## src/rtl/atto_pkg.sv

```systemverilog
// Shared types and constants for the configuration sequencer and its cells.
package atto_pkg;

  // Sequencer states: idle (outputs tracking) or loading configuration bytes.
  typedef enum logic {
    IDLE = 1'b0,
    LOAD = 1'b1
  } state_t;

  // Order in which a cell's configuration bytes arrive on the stream.
  typedef enum logic [1:0] {
    F_X  = 2'd0,
    F_Y  = 2'd1,
    F_AB = 2'd2,
    F_CX = 2'd3
  } field_t;

  localparam int CFG_BYTES_PER_CELL = 4;

endpackage

```

## src/rtl/block.sv

```systemverilog
// One routing/logic cell of a word.
//   X byte : [2:0] tap of in_x, [3] invert, [6:4] second tap, [7] OR in second tap -> a
//   Y byte : same layout applied to in_y                                          -> b
//   AB byte: [3:0] LUT f(b,a) at index {b,a}; [7:4] LUT g(b,a) at index {b,a}
//   CX byte: [1:0] out_x source (0:a 1:b 2:f 3:g), [3:2] out_y source (0:b 1:a 2:g 3:f),
//            [4] invert out_x, [5] invert out_y, [6] tie out_x low, [7] tie out_y low
// Outputs are combinational from the configuration registers and the buses.
module block (
  input  logic       clk,
  input  logic       rst_n,
  input  logic [7:0] in_x,
  input  logic [7:0] in_y,
  input  logic [7:0] cfg_in,
  input  logic       set_x,
  input  logic       set_y,
  input  logic       set_ab,
  input  logic       set_cx,
  output logic       out_x,
  output logic       out_y
);

  logic [7:0] r_cfg_x;
  logic [7:0] r_cfg_y;
  logic [7:0] r_cfg_ab;
  logic [7:0] r_cfg_cx;
  logic       w_a;
  logic       w_b;
  logic       w_f;
  logic       w_g;
  logic [3:0] w_src_x;
  logic [3:0] w_src_y;

  // Configuration registers, each written by its own one-hot strobe.
  always_ff @(posedge clk) begin
    if (!rst_n) begin
      r_cfg_x  <= '0;
      r_cfg_y  <= '0;
      r_cfg_ab <= '0;
      r_cfg_cx <= '0;
    end else begin
      if (set_x)  r_cfg_x  <= cfg_in;
      if (set_y)  r_cfg_y  <= cfg_in;
      if (set_ab) r_cfg_ab <= cfg_in;
      if (set_cx) r_cfg_cx <= cfg_in;
    end
  end

  // Tap selection, LUT evaluation and output source muxing.
  always_comb begin
    w_a     = (in_x[r_cfg_x[2:0]] ^ r_cfg_x[3]) | (in_x[r_cfg_x[6:4]] & r_cfg_x[7]);
    w_b     = (in_y[r_cfg_y[2:0]] ^ r_cfg_y[3]) | (in_y[r_cfg_y[6:4]] & r_cfg_y[7]);
    w_f     = r_cfg_ab[{1'b0, w_b, w_a}];
    w_g     = r_cfg_ab[{1'b1, w_b, w_a}];
    w_src_x = {w_g, w_f, w_b, w_a};
    w_src_y = {w_f, w_g, w_a, w_b};
    out_x   = ~r_cfg_cx[6] & (w_src_x[r_cfg_cx[1:0]] ^ r_cfg_cx[4]);
    out_y   = ~r_cfg_cx[7] & (w_src_y[r_cfg_cx[3:2]] ^ r_cfg_cx[5]);
  end

endmodule

```

## src/rtl/cfg_seq.sv

```systemverilog
// Configuration sequencer: walks a wrap-around range of cells, steering each
// accepted stream byte to one configuration field of one cell.
module cfg_seq
  import atto_pkg::*;
#(
  parameter  int WIDTH = 8,
  localparam int AW    = $clog2(WIDTH),
  localparam int CW    = AW + 1
) (
  input  logic             clk,
  input  logic             rst_n,
  input  logic             i_start,
  input  logic [AW-1:0]    i_base,
  input  logic [CW-1:0]    i_count,
  input  logic             i_abort,
  input  logic             i_valid,
  output logic             o_ready,
  output logic             o_busy,
  output logic             o_done,
  output logic [WIDTH-1:0] o_set_x,
  output logic [WIDTH-1:0] o_set_y,
  output logic [WIDTH-1:0] o_set_ab,
  output logic [WIDTH-1:0] o_set_cx
);

  state_t        r_state;
  state_t        w_state_nxt;
  field_t        r_field;
  field_t        w_field_nxt;
  logic [AW-1:0] r_addr;
  logic [AW-1:0] w_addr_nxt;
  logic [AW-1:0] w_addr_inc;
  logic [CW-1:0] r_remaining;
  logic [CW-1:0] w_rem_nxt;
  logic [CW-1:0] w_eff_count;
  logic          r_done;
  logic          w_done_nxt;
  logic          w_accept;

  // A count of zero or one beyond the word means "the whole word".
  assign w_eff_count = ((i_count == '0) || (32'(i_count) > WIDTH)) ? CW'(WIDTH) : i_count;
  // Cell address advances with wrap from the last cell back to cell 0.
  assign w_addr_inc  = (32'(r_addr) >= WIDTH - 1) ? '0 : r_addr + 1'b1;

  // State, cursor and done-pulse registers.
  always_ff @(posedge clk) begin
    if (!rst_n) begin
      r_state     <= IDLE;
      r_field     <= F_X;
      r_addr      <= '0;
      r_remaining <= '0;
      r_done      <= 1'b0;
    end else begin
      r_state     <= w_state_nxt;
      r_field     <= w_field_nxt;
      r_addr      <= w_addr_nxt;
      r_remaining <= w_rem_nxt;
      r_done      <= w_done_nxt;
    end
  end

  // Next-state, cursor update and handshake outputs.
  always_comb begin
    w_state_nxt = r_state;
    w_field_nxt = r_field;
    w_addr_nxt  = r_addr;
    w_rem_nxt   = r_remaining;
    w_done_nxt  = 1'b0;
    w_accept    = 1'b0;
    o_ready     = 1'b0;
    o_busy      = 1'b0;
    unique case (r_state)
      IDLE: begin
        // Abort takes priority over a simultaneous start.
        if (i_start && !i_abort) begin
          w_state_nxt = LOAD;
          w_addr_nxt  = i_base;
          w_rem_nxt   = w_eff_count;
          w_field_nxt = F_X;
        end
      end
      LOAD: begin
        o_ready = 1'b1;
        o_busy  = 1'b1;
        if (i_abort) begin
          w_state_nxt = IDLE;
        end else if (i_valid) begin
          w_accept = 1'b1;
          if (r_field == F_CX) begin
            w_field_nxt = F_X;
            w_addr_nxt  = w_addr_inc;
            w_rem_nxt   = r_remaining - 1'b1;
            if (r_remaining == CW'(1)) begin
              w_state_nxt = IDLE;
              w_done_nxt  = 1'b1;
            end
          end else begin
            w_field_nxt = field_t'(r_field + 2'd1);
          end
        end
      end
      default: w_state_nxt = IDLE;
    endcase
  end

  // One-hot strobe decode: only the addressed cell's current field fires.
  always_comb begin
    o_set_x  = '0;
    o_set_y  = '0;
    o_set_ab = '0;
    o_set_cx = '0;
    for (int i = 0; i < WIDTH; i++) begin
      if (w_accept && (32'(r_addr) == i)) begin
        unique case (r_field)
          F_X:     o_set_x[i]  = 1'b1;
          F_Y:     o_set_y[i]  = 1'b1;
          F_AB:    o_set_ab[i] = 1'b1;
          default: o_set_cx[i] = 1'b1;
        endcase
      end
    end
  end

  assign o_done = r_done;

endmodule

```

## src/rtl/cfg_word.sv

```systemverilog
// A word of WIDTH cells with a streaming configuration loader. Outputs are
// frozen while a load is in progress so the word can be reconfigured live.
module cfg_word
  import atto_pkg::*;
#(
  parameter  int WIDTH = 8,
  localparam int AW    = $clog2(WIDTH)
) (
  input  logic             clk,
  input  logic             rst_n,
  input  logic [7:0]       in_x,
  input  logic [7:0]       in_y,
  output logic [WIDTH-1:0] out_x,
  output logic [WIDTH-1:0] out_y,
  input  logic             cfg_start,
  input  logic [AW-1:0]    cfg_base,
  input  logic [AW:0]      cfg_count,
  input  logic             cfg_abort,
  input  logic [7:0]       cfg_data,
  input  logic             cfg_valid,
  output logic             cfg_ready,
  output logic             cfg_busy,
  output logic             cfg_done
);

  logic [WIDTH-1:0] w_set_x;
  logic [WIDTH-1:0] w_set_y;
  logic [WIDTH-1:0] w_set_ab;
  logic [WIDTH-1:0] w_set_cx;
  logic [WIDTH-1:0] w_cell_x;
  logic [WIDTH-1:0] w_cell_y;
  logic [WIDTH-1:0] r_out_x_p1;
  logic [WIDTH-1:0] r_out_y_p1;

  cfg_seq #(.WIDTH(WIDTH)) u_seq (
    .clk      (clk),
    .rst_n    (rst_n),
    .i_start  (cfg_start),
    .i_base   (cfg_base),
    .i_count  (cfg_count),
    .i_abort  (cfg_abort),
    .i_valid  (cfg_valid),
    .o_ready  (cfg_ready),
    .o_busy   (cfg_busy),
    .o_done   (cfg_done),
    .o_set_x  (w_set_x),
    .o_set_y  (w_set_y),
    .o_set_ab (w_set_ab),
    .o_set_cx (w_set_cx)
  );

  for (genvar g = 0; g < WIDTH; g++) begin : g_cell
    block u_cell (
      .clk    (clk),
      .rst_n  (rst_n),
      .in_x   (in_x),
      .in_y   (in_y),
      .cfg_in (cfg_data),
      .set_x  (w_set_x[g]),
      .set_y  (w_set_y[g]),
      .set_ab (w_set_ab[g]),
      .set_cx (w_set_cx[g]),
      .out_x  (w_cell_x[g]),
      .out_y  (w_cell_y[g])
    );
  end

  // Output stage: track the cells while idle, hold the last value during a load.
  always_ff @(posedge clk) begin
    if (!rst_n) begin
      r_out_x_p1 <= '0;
      r_out_y_p1 <= '0;
    end else if (!cfg_busy) begin
      r_out_x_p1 <= w_cell_x;
      r_out_y_p1 <= w_cell_y;
    end
  end

  assign out_x = r_out_x_p1;
  assign out_y = r_out_y_p1;

endmodule

```

## config.mk

```make
export PLATFORM = sky130hd
export DESIGN_NAME = cfg_word
export DESIGN_NICKNAME = d
export VERILOG_FILES = /design/src/rtl/atto_pkg.sv /design/src/rtl/block.sv /design/src/rtl/cfg_seq.sv /design/src/rtl/cfg_word.sv
export SDC_FILE = /design/constraint.sdc
export NUM_CORES = 1
export LEC_CHECK = 0
export BUFFER_PORTS_ARGS = -buffer_cell sky130_fd_sc_hd__buf_2
export CAP_MARGIN = 25
export CORE_AREA = 2 2 149 224
export CTS_BUF_LIST = sky130_fd_sc_hd__clkbuf_8
export DETAILED_ROUTE_END_ITERATION = 10
export DIE_AREA = 0 0 151 226
export PLACE_DENSITY = 0.64
export REMOVE_ABC_BUFFERS = 1
export SYNTH_ARGS = -nofsm -noshare
export SYNTH_HDL_FRONTEND = slang
export SYNTH_HIERARCHICAL = 1
export SYNTH_SLANG_ARGS = --single-unit
```

## constraint.sdc

```tcl
create_clock -name clk -period 3.8 [get_ports clk]
set_clock_uncertainty 0.05 [all_clocks]
set_input_delay 0.38 -clock clk [delete_from_list [all_inputs] [get_ports clk]]
set_output_delay 0.38 -clock clk [all_outputs]
set_load 0.02 [all_outputs]
```

==> results.sh, run 1 <==
export IMPL_status="finished clean"
export IMPL_fin_cells=1900
export IMPL_viasPerCell=5.60
export IMPL_peakVddDrop_v=0.000244
export IMPL_clock_sinks=283
export IMPL_ys_types=56
export IMPL_port_buffers=54
export IMPL_post_cts_resized=0
export IMPL_dp_cells=1820
export IMPL_antenna_left=0
export IMPL_critPathLaunchType="flip-flop"
export IMPL_vias=10600
export IMPL_met1_length_um=16500
export IMPL_finalPower_uw=6100
export IMPL_ys_seq_area_frac=0.371
export IMPL_regArea_um2=5670
export IMPL_rsz0062_at_grt="false"
export IMPL_final_nets=1502
export IMPL_top_layer="met4"
export IMPL_multi_input_area_um2=9130
export IMPL_num_fill_cells=2961
export IMPL_drt_wirelength_per_cell_um=20.0
export IMPL_rows=81
export IMPL_clock_fmax_mhz=322
export IMPL_drtPass1Iterations=5
export IMPL_overflow=0
export IMPL_ys_ff_latch=283
export IMPL_p_leak_uw=0.00531
export IMPL_syn2layout_area_growth_pct=9.24
export IMPL_tns_ns=0
export IMPL_final_hold_violation_count=0
export IMPL_drc_errors=0
export IMPL_synth_area_um2=15300
export IMPL_insertion_delay_ns=0.58
export IMPL_yosysWarningCount=6
export IMPL_cts_buffers=46
export IMPL_grtUsageTotal=0.223
export IMPL_crit_path_max_fanout=6
export IMPL_max_slew_margin_rel=0.279
export IMPL_synth_edf_count=0
export IMPL_wirelength_um=38000
export IMPL_clk_pin_slew_ns=0.06
export IMPL_power_density_nw_per_um2=365
export IMPL_wl_met2_um=18800
export IMPL_num_io_pins=55
export IMPL_cts_setup_buffers=0
export IMPL_cts_buffer_depth=3
export IMPL_cts_tree="done"
export IMPL_tightestPinTransition_ns=1.08
export IMPL_synthFlopType="dfxtp_1"
export IMPL_die_area_um2=34100
export IMPL_drive_gt1_frac=0.148
export IMPL_finalSetupViolations=0
export IMPL_cts_hold_buf=1
export IMPL_dr_first_iter_drc_count=488
export IMPL_post_route_cell_area_um2=16700
export IMPL_grt_max_degree=126
export IMPL_dieHeight_um=226
export IMPL_final_common_cell="mux2i_1"
export IMPL_period_needed_ns=3.11
export IMPL_initial_core_util=0.474
export IMPL_final_cell_mix="mux2i_1, nor2b_1, dfxtp_1"
export IMPL_final_max_slew_viol_count=0
export IMPL_grt_pass1_vias=10700
export IMPL_hpwlAfterDp_um=22800
export IMPL_gp_congestion=0.790
export IMPL_min_path_type="primary input to flip-flop"
export IMPL_cap_viol_max_count=0
export IMPL_wl_met3_um=1470
export IMPL_worstPathArrival_ns=3.52
export IMPL_place_area_um2=15800
export IMPL_grt_pass1_wl_um=59300
export IMPL_dieWidth_um=151
export IMPL_clockRootBuffer="clkbuf_8"
export IMPL_core_area_um2=32200
export IMPL_crit_required_ns=4.21
export IMPL_critical_path_class="flip-flop to flip-flop"
export IMPL_synth_async_reset_ratio=0
export IMPL_cts_htree_levels=2
export IMPL_endpoint_kind="flip-flop"
export IMPL_final_core_util=0.518
export IMPL_period_share=0.817
export IMPL_antenna_found_initial=1
export IMPL_synth_cells=1413
export IMPL_syn_area_per_cell_um2=10.8
==> worst paths after layout <==
path	slack, ns	start	to	cells past startpoint
worst max-delay path	0.69	g_cell[6].u_cell/r_cfg_y[0]$_SDFFE_PN0P_	out_y[6]$_SDFFE_PN0N_	10
worst min register to register	0.46	g_cell[3].u_cell/r_cfg_ab[7]$_SDFFE_PN0P_	g_cell[3].u_cell/r_cfg_ab[7]$_SDFFE_PN0P_	2
worst min-delay path	0.05	cfg_base[1]	u_seq/r_addr[1]$_SDFFE_PN0P_	3
worst max register to register	0.69	g_cell[6].u_cell/r_cfg_y[0]$_SDFFE_PN0P_	out_y[6]$_SDFFE_PN0N_	10
==> through the flow <==
step           worst slack [ns]  hold slack, ns
5_1_grt                   0.473          0.0375
2_1_floorplan              1.04           0.424
3_3_place_gp              0.489           0.437
6_report                  0.694          0.0542
4_1_cts                   0.623         0.00996
3_5_place_dp              0.434           0.448
==> layer usage <==
| layer | GRT usage | up-vias |
|---|---|---|
| met1 | 0.276 | 5190 |
| li1 | - | 5156 |
| met3 | 0.0305 | 72 |
| met4 | 0.0784 | 0 |
| met2 | 0.394 | 226 |
| met5 | 0 | - |
==> cells by family (layout without fill, tap and decap cells) <==
family / count (synthesis) / after routing / share of synthesized area
and+or+nand+nor: 503 / 503 / 0.215
muxes: 392 / 392 / 0.312
DFF: 283 / 283 / 0.371
buffers and inverters: 105 / 176 / 0.0323
AOI/OAI and AO/OA: 102 / 102 / 0.0512
xor gates and xnor gates: 16 / 16 / 0.00917
adders and majority gates: 12 / 12 / 0.00982
other: 0 / 1 / 0
==> synthesized netlist by cell type, types with 9 or more instances <==
cell	n	area [um2]
mux2i_1	320	3200
nand4b_1	10	87.6
and4_1	18	158
o2bb2ai_1	9	78.8
nor2_1	33	124
ha_1	12	150
mux2_4	16	240
inv_1	33	124
buf_6	10	113
and2_1	29	181
a21oi_1	27	135
nor3_1	12	60.1
clkbuf_1	58	218
a311oi_1	10	87.6
dfxtp_1	283	5670
nor3b_1	18	135
nor2b_1	292	1830
o21ai_0	10	50.1
mux4_2	40	901
nand2_1	22	82.6
mux4_1	16	420
nand2b_1	17	106
==> worst max-delay path, cell delays in order, from the launching register on <==
cell     delay [ns]
dfxtp_1        0.36
mux4_1         0.55
mux2i_1        0.24
xnor2_1        0.22
or2_1          0.32
mux2i_1        0.16
and4_1         0.23
nor4_2         0.36
mux2_4         0.33
mux2i_1        0.12
nor2b_1        0.06
==> registers in the layout, summed over array words and instances, names as in the netlist <==
register and cells:
out_y 8, out_x 8, g_cell.u_cell/r_cfg_x 64, g_cell.u_cell/r_cfg_ab 64, u_seq/r_addr 3, g_cell.u_cell/r_cfg_cx 64
u_seq/r_field 2, u_seq/r_remaining 4, u_seq/o_done 1, g_cell.u_cell/r_cfg_y 64, u_seq/r_state 1
==> final cells by class <==
type	instances	share of cell area
multi-input cells	1025	0.547
flip-flops and latches	283	0.339
clock buffers	60	0.0495
well taps	415	0.0311
repair buffers	65	0.0217
inverters	33	0.00742
clock inverters	18	0.00435
diodes	1	0.000150
==> report_power, final <==
group | internal (uW) | leakage, uW | switching [uW]
clock | 1400 | 0.000521 | 1220
sequential | 2980 | 0.00228 | 16.4
combinational | 198 | 0.00250 | 290
total | 4580 | 0.00531 | 1520
Power figures use the tool's default switching activity.
==> run 2, diff against run 1 <==
==> constraint.sdc (replaced) <==
create_clock -name clk -period 3.18 [get_ports clk]
set_clock_uncertainty 0.05 [all_clocks]
set_input_delay 0.318 -clock clk [delete_from_list [all_inputs] [get_ports clk]]
set_output_delay 0.318 -clock clk [all_outputs]
set_load 0.02 [all_outputs]
==> results.sh, run 2 (synthesized netlist as in run 1, its figures left out) <==
export IMPL_status="finished clean"
export IMPL_cts_htree_levels=2
export IMPL_final_hold_violation_count=0
export IMPL_p_leak_uw=0.00548
export IMPL_vias=10700
export IMPL_endpoint="out_x[2]$_SDFFE_PN0N_"
export IMPL_clk_pin_slew_ns=0.06
export IMPL_dieHeight_um=226
export IMPL_clockRootBuffer="clkbuf_8"
export IMPL_rr_startpoint="g_cell[2].u_cell/r_cfg_x[0]$_SDFFE_PN0P_"
export IMPL_final_nets=1531
export IMPL_cpPeakStageDelay_ns=0.52
export IMPL_finalPower_uw=7330
export IMPL_clock_fmax_mhz=329
export IMPL_critPathLaunchType="flip-flop"
export IMPL_crit_cells=11
export IMPL_drc_errors=0
export IMPL_min_delay_start="cfg_count[3]"
export IMPL_die_area_um2=34100
export IMPL_cts_buffers=46
export IMPL_cp_top_family="multiplexers"
export IMPL_min_path_type="primary input to flip-flop"
export IMPL_final_common_cell="mux2i_1"
export IMPL_crit_slowest_cell="mux4_2"
export IMPL_syn2layout_area_growth_pct=11.0
export IMPL_antenna_found_initial=1
export IMPL_crit_required_ns=3.59
export IMPL_endpoint_kind="flip-flop"
export IMPL_regArea_um2=5670
export IMPL_dr_first_iter_drc_count=469
export IMPL_grtUsageTotal=0.220
export IMPL_peakVddDrop_v=0.000237
export IMPL_drt_wirelength_per_cell_um=19.1
export IMPL_reg2reg_slack_ns=0.14
export IMPL_num_io_pins=55
export IMPL_drive_gt1_frac=0.171
export IMPL_cpMostUsedCell="mux2i_1"
export IMPL_cap_viol_max_count=0
export IMPL_use_met2=0.384
export IMPL_gp_congestion=0.787
export IMPL_cts_tree="done"
export IMPL_path_buf_inv=1
export IMPL_grtUsageMet3=0.0347
export IMPL_period_share=0.955
export IMPL_startpoint="g_cell[2].u_cell/r_cfg_x[0]$_SDFFE_PN0P_"
export IMPL_grt_max_degree=108
export IMPL_finalSetupViolations=0
export IMPL_initial_core_util=0.474
export IMPL_reg2reg_to="out_x[2]$_SDFFE_PN0N_"
export IMPL_rows=81
export IMPL_final_max_slew_viol_count=0
export IMPL_hold_ws_ns=0.0411
export IMPL_overflow=0
export IMPL_viasPerCell=5.54
export IMPL_worstRegToRegCells=11
export IMPL_rsz0062_at_grt="true"
export IMPL_grt_pass1_wl_um=59200
export IMPL_antenna_left=0
export IMPL_clock_sinks=283
export IMPL_path_cells="mux4_2, mux2i_1, xor2_1, nand2_1, a211o_1, a21oi_1, nor4b_2, buf_4, mux2_4, mux2i_1, nor2b_1"
export IMPL_grt_busiest_layer="met2"
export IMPL_port_buffers=54
export IMPL_tightestPinTransition_ns=1.08
export IMPL_use_met1=0.281
export IMPL_critical_path_class="flip-flop to flip-flop"
export IMPL_tns_ns=0
export IMPL_worstPathArrival_ns=3.44
export IMPL_final_cell_mix="mux2i_1, nor2b_1, dfxtp_1"
export IMPL_cts_buffer_depth=3
export IMPL_power_density_nw_per_um2=432
export IMPL_num_fill_cells=2924
export IMPL_grt_pass1_vias=10900
export IMPL_drtPass1Iterations=4
export IMPL_multi_input_area_um2=9160
export IMPL_insertion_delay_ns=0.57
export IMPL_dieWidth_um=151
export IMPL_max_slew_margin_rel=0.281
export IMPL_wirelength_um=36800
export IMPL_core_area_um2=32200
export IMPL_period_needed_ns=3.04
export IMPL_crit_path_max_fanout=6
export IMPL_hpwlAfterDp_um=22700
[run 2: changes by cell type in the layout (fill, tap and decap cells not counted), moves of 3 or more]
cell and delta:
or2_4 +6, clkinv_2 +3, clkbuf_8 -3, or2_1 -6
buf_4 +27
[run 2: per-stage QoR]
step           setup WS, ns  utilization  instance area, um2  instances
6_report              0.144        0.527               17000       1932
3_5_place_dp        -0.0660        0.496               16000       1846
5_1_grt             -0.0549        0.527               17000       1932
2_1_floorplan         0.422            -               14900       1341
4_1_cts              0.0802        0.525               16900       1930
3_3_place_gp        -0.0339        0.496               16000       1846
[run 2: how the worst min path moves through the flow]
stage / endpoint / depth (start not counted)
global route: u_seq/r_remaining[1]$_SDFFE_PN0P_ / 3
finish: u_seq/r_remaining[1]$_SDFFE_PN0P_ / 3
CTS: u_seq/r_remaining[1]$_SDFFE_PN0P_ / 3
floorplan: u_seq/r_state$_SDFF_PN0_ / 1
global placement: g_cell[2].u_cell/r_cfg_ab[4]$_SDFFE_PN0P_ / 2
detailed placement: g_cell[2].u_cell/r_cfg_ab[7]$_SDFFE_PN0P_ / 2
[run 2: final cells by class]
cell class	instances	share of cell area
inverters	33	0.00730
clock inverters	24	0.00737
well taps	415	0.0306
flip-flops and latches	283	0.334
repair buffers	94	0.0344
multi-input cells	1025	0.540
clock buffers	57	0.0462
diodes	1	0.000147
[run 2: worst min-delay path: stages]
cell,delay (ns)
buf_2,0.10
o22a_1,0.12
a211oi_1,0.06
[run 2: per-layer routing]
layer / vias up / part of all wire
met5: - / 0
met4: 0 / 0.021
met3: 45 / 0.037
met2: 170 / 0.49
met1: 5283 / 0.45
li1: 5203 / -
[run 2: repair_timing]
action	in CTS	in global routing
endpoints found under the hold margin	3	0
buffers inserted	0	1
setup endpoints to repair	0	13
gates resized for setup	0	11
hold buffers	3	0
[run 2: power by group]
group	switching [uW]	internal, uW
clock network	1450	1690
logic	346	261
registers	18.2	3570
==> run 3, diff against run 2 <==
--- a/config.mk
+++ b/config.mk
@@ -5,13 +5,14 @@
 export SDC_FILE = /design/constraint.sdc
 export NUM_CORES = 1
 export LEC_CHECK = 0
+export ABC_AREA = 1
 export BUFFER_PORTS_ARGS = -buffer_cell sky130_fd_sc_hd__buf_2
 export CAP_MARGIN = 25
-export CORE_AREA = 2 2 149 224
+export CORE_AREA = 2 2 195 293
 export CTS_BUF_LIST = sky130_fd_sc_hd__clkbuf_8
 export DETAILED_ROUTE_END_ITERATION = 10
-export DIE_AREA = 0 0 151 226
-export PLACE_DENSITY = 0.64
+export DIE_AREA = 0 0 197 295
+export PLACE_DENSITY = 0.42
 export REMOVE_ABC_BUFFERS = 1
 export SYNTH_ARGS = -nofsm -noshare
 export SYNTH_HDL_FRONTEND = slang
==> results.sh, run 3 <==
export IMPL_endpoint_kind="output port"
export IMPL_drt_wirelength_per_cell_um=16.6
export IMPL_port_buffers=54
export IMPL_antenna_found_initial=1
export IMPL_grtUsageMet3=0.0188
export IMPL_period_share=0.739
export IMPL_synth_edf_count=0
export IMPL_netlist_area_leader_share=0.367
export IMPL_insertion_delay_ns=0.59
export IMPL_dieHeight_um=295
export IMPL_core_area_um2=55400
export IMPL_antenna_left=0
export IMPL_final_cell_mix="nand2_1, nor2_1, dfxtp_1"
export IMPL_yosysWarningCount=6
export IMPL_synthSimpleGateAreaFrac=0.330
export IMPL_synth_area_leader_cell="dfxtp_1"
export IMPL_power_density_nw_per_um2=460
export IMPL_critical_path_class="flip-flop to output port"
export IMPL_synthAdderAreaFrac=0.00972
export IMPL_gp_congestion=0.775
export IMPL_final_common_cell="nand2_1"
export IMPL_viasPerCell=4.75
export IMPL_internal_power_uw=5830
export IMPL_tns_ns=0
export IMPL_cap_viol_max_count=0
export IMPL_cts_setup_buffers=0
export IMPL_worstPathArrival_ns=1.98
export IMPL_final_nets=2326
export IMPL_tightestPinTransition_ns=1.06
export IMPL_final_max_slew_viol_count=0
export IMPL_syn2layout_area_growth_pct=13.3
export IMPL_rsz0062_at_grt="false"
export IMPL_max_slew_margin_rel=0.291
export IMPL_drc_errors=0
export IMPL_wirelength_um=49900
export IMPL_finalPower_uw=8060
export IMPL_synth_most_common_cell="nand2_1"
export IMPL_ys_ff_latch=283
export IMPL_num_fill_cells=6083
export IMPL_finalSetupViolations=0
export IMPL_drtPass1Iterations=5
export IMPL_power_switching_uw=2220
export IMPL_crit_required_ns=2.81
export IMPL_num_io_pins=55
export IMPL_clock_fmax_mhz=425
export IMPL_final_hold_violation_count=0
export IMPL_use_met1=0.197
export IMPL_synth_common_cells="nand2_1, nor2_1, dfxtp_1, o21ai_0, inv_1"
export IMPL_cts_buffer_depth=3
export IMPL_critPathLaunchType="flip-flop"
export IMPL_grt_max_degree=89
export IMPL_status="finished clean"
export IMPL_ys_seq_area_frac=0.367
export IMPL_p_comb_frac=0.100
export IMPL_overflow=0
export IMPL_drive_gt1_frac=0.166
export IMPL_peakVddDrop_v=0.000268
export IMPL_min_path_type="primary input to flip-flop"
export IMPL_clk_pin_slew_ns=0.07
export IMPL_clkPwrFrac=0.453
export IMPL_syn_area_per_cell_um2=6.95
export IMPL_clockRootBuffer="clkbuf_8"
export IMPL_ys_types=33
export IMPL_synth_async_reset_ratio=0
export IMPL_hpwlAfterDp_um=32100
export IMPL_ys_top_cells_by_area="dfxtp_1, o21ai_0, nand2_1, nand3_2, nor2_1"
export IMPL_grt_pass1_vias=13900
export IMPL_dr_first_iter_drc_count=704
export IMPL_p_seq_frac=0.448
export IMPL_synthFlopType="dfxtp_1"
export IMPL_die_area_um2=58100
export IMPL_cts_tree="done"
export IMPL_synth_mux_area_frac=0
export IMPL_grtUsageTotal=0.172
export IMPL_synth_top_family_by_area="simple AND/OR/NAND/NOR gates"
export IMPL_reg2reg_slack_ns=0.90
export IMPL_period_needed_ns=2.35
export IMPL_place_area_um2=16400
export IMPL_cts_htree_levels=2
export IMPL_p_leak_uw=0.00719
export IMPL_grt_pass1_wl_um=78300
export IMPL_use_met2=0.329
export IMPL_initial_core_util=0.279
export IMPL_post_route_cell_area_um2=17500
export IMPL_synth_cells=2222
export IMPL_synth_compound_area_frac=0.196
export IMPL_crit_path_max_fanout=32
export IMPL_cts_buffers=50
export IMPL_vias=14300
export IMPL_swShare=0.276
export IMPL_grt_busiest_layer="met2"
export IMPL_synth_area_um2=15400
export IMPL_rows=106
export IMPL_synth_xor_area_frac=0.000567
export IMPL_dieWidth_um=197
export IMPL_clock_sinks=283
run 3: path summary, 6_finish.rpt:
check,endpoint,startpoint,depth (start not counted)
worst max-delay path,cfg_ready,u_seq/r_state$_SDFF_PN0_,2
worst min-delay path,u_seq/r_remaining[3]$_SDFFE_PN0P_,cfg_count[1],6
worst max register to register,g_cell[2].u_cell/r_cfg_y[1]$_SDFFE_PN0P_,u_seq/r_state$_SDFF_PN0_,7
worst min register to register,g_cell[6].u_cell/r_cfg_cx[7]$_SDFFE_PN0P_,g_cell[6].u_cell/r_cfg_cx[7]$_SDFFE_PN0P_,2
run 3: metal layers:
layer / part of all wire / routed length (um)
met4: 0.028 / 1390
met5: 0 / 0
met3: 0.035 / 1750
met2: 0.52 / 25800
met1: 0.42 / 21000
run 3: cell families after synthesis:
group | count (synthesis)
XOR/XNOR | 1
AND/OR/NAND/NOR | 998
buffers and inverters | 369
flip-flops | 283
adder cells (fa/ha/maj) | 12
AO/OA/AOI/OAI | 559
run 3: per-stage QoR:
step           hold WS, ns   util  std cells  worst slack, ns
2_1_floorplan        0.379      -       2151            0.688
3_3_place_gp         0.389  0.295       2921            0.871
3_5_place_dp         0.396  0.296       2922            0.847
4_1_cts            0.00228  0.316       3016            0.703
5_1_grt             0.0635  0.316       3017            0.668
6_report            0.0484  0.316       3017            0.829
run 3: power groups by stage:
stage | clock network, uW | registers (uW) | logic, uW
after floorplan | 0 | 3700 | 413
after global placement | 0 | 3690 | 802
after CTS | 3830 | 3610 | 818
final | 3650 | 3610 | 802
after global routing | 3960 | 3610 | 896
after detailed placement | 0 | 3690 | 809
run 3: layout make-up:
cell class	count	area (um2)	share of cell area
diodes	1	2.50	0.000143
clock inverters	25	190	0.0109
clock buffers	63	867	0.0495
inverters	298	1120	0.0642
repair buffers	75	487	0.0278
well taps	702	878	0.0502
multi-input cells	1570	8290	0.474
flip-flops and latches	283	5670	0.324
run 3: repair_timing:
action,in CTS,in global routing
gates resized for setup,0,0
hold buffers,6,0
endpoints found under the hold margin,5,0
run 3: critical path, stage by stage (launching register included):
cell and delay (ns):
dfxtp_2 0.63, buf_4 0.50, buf_2 0.25
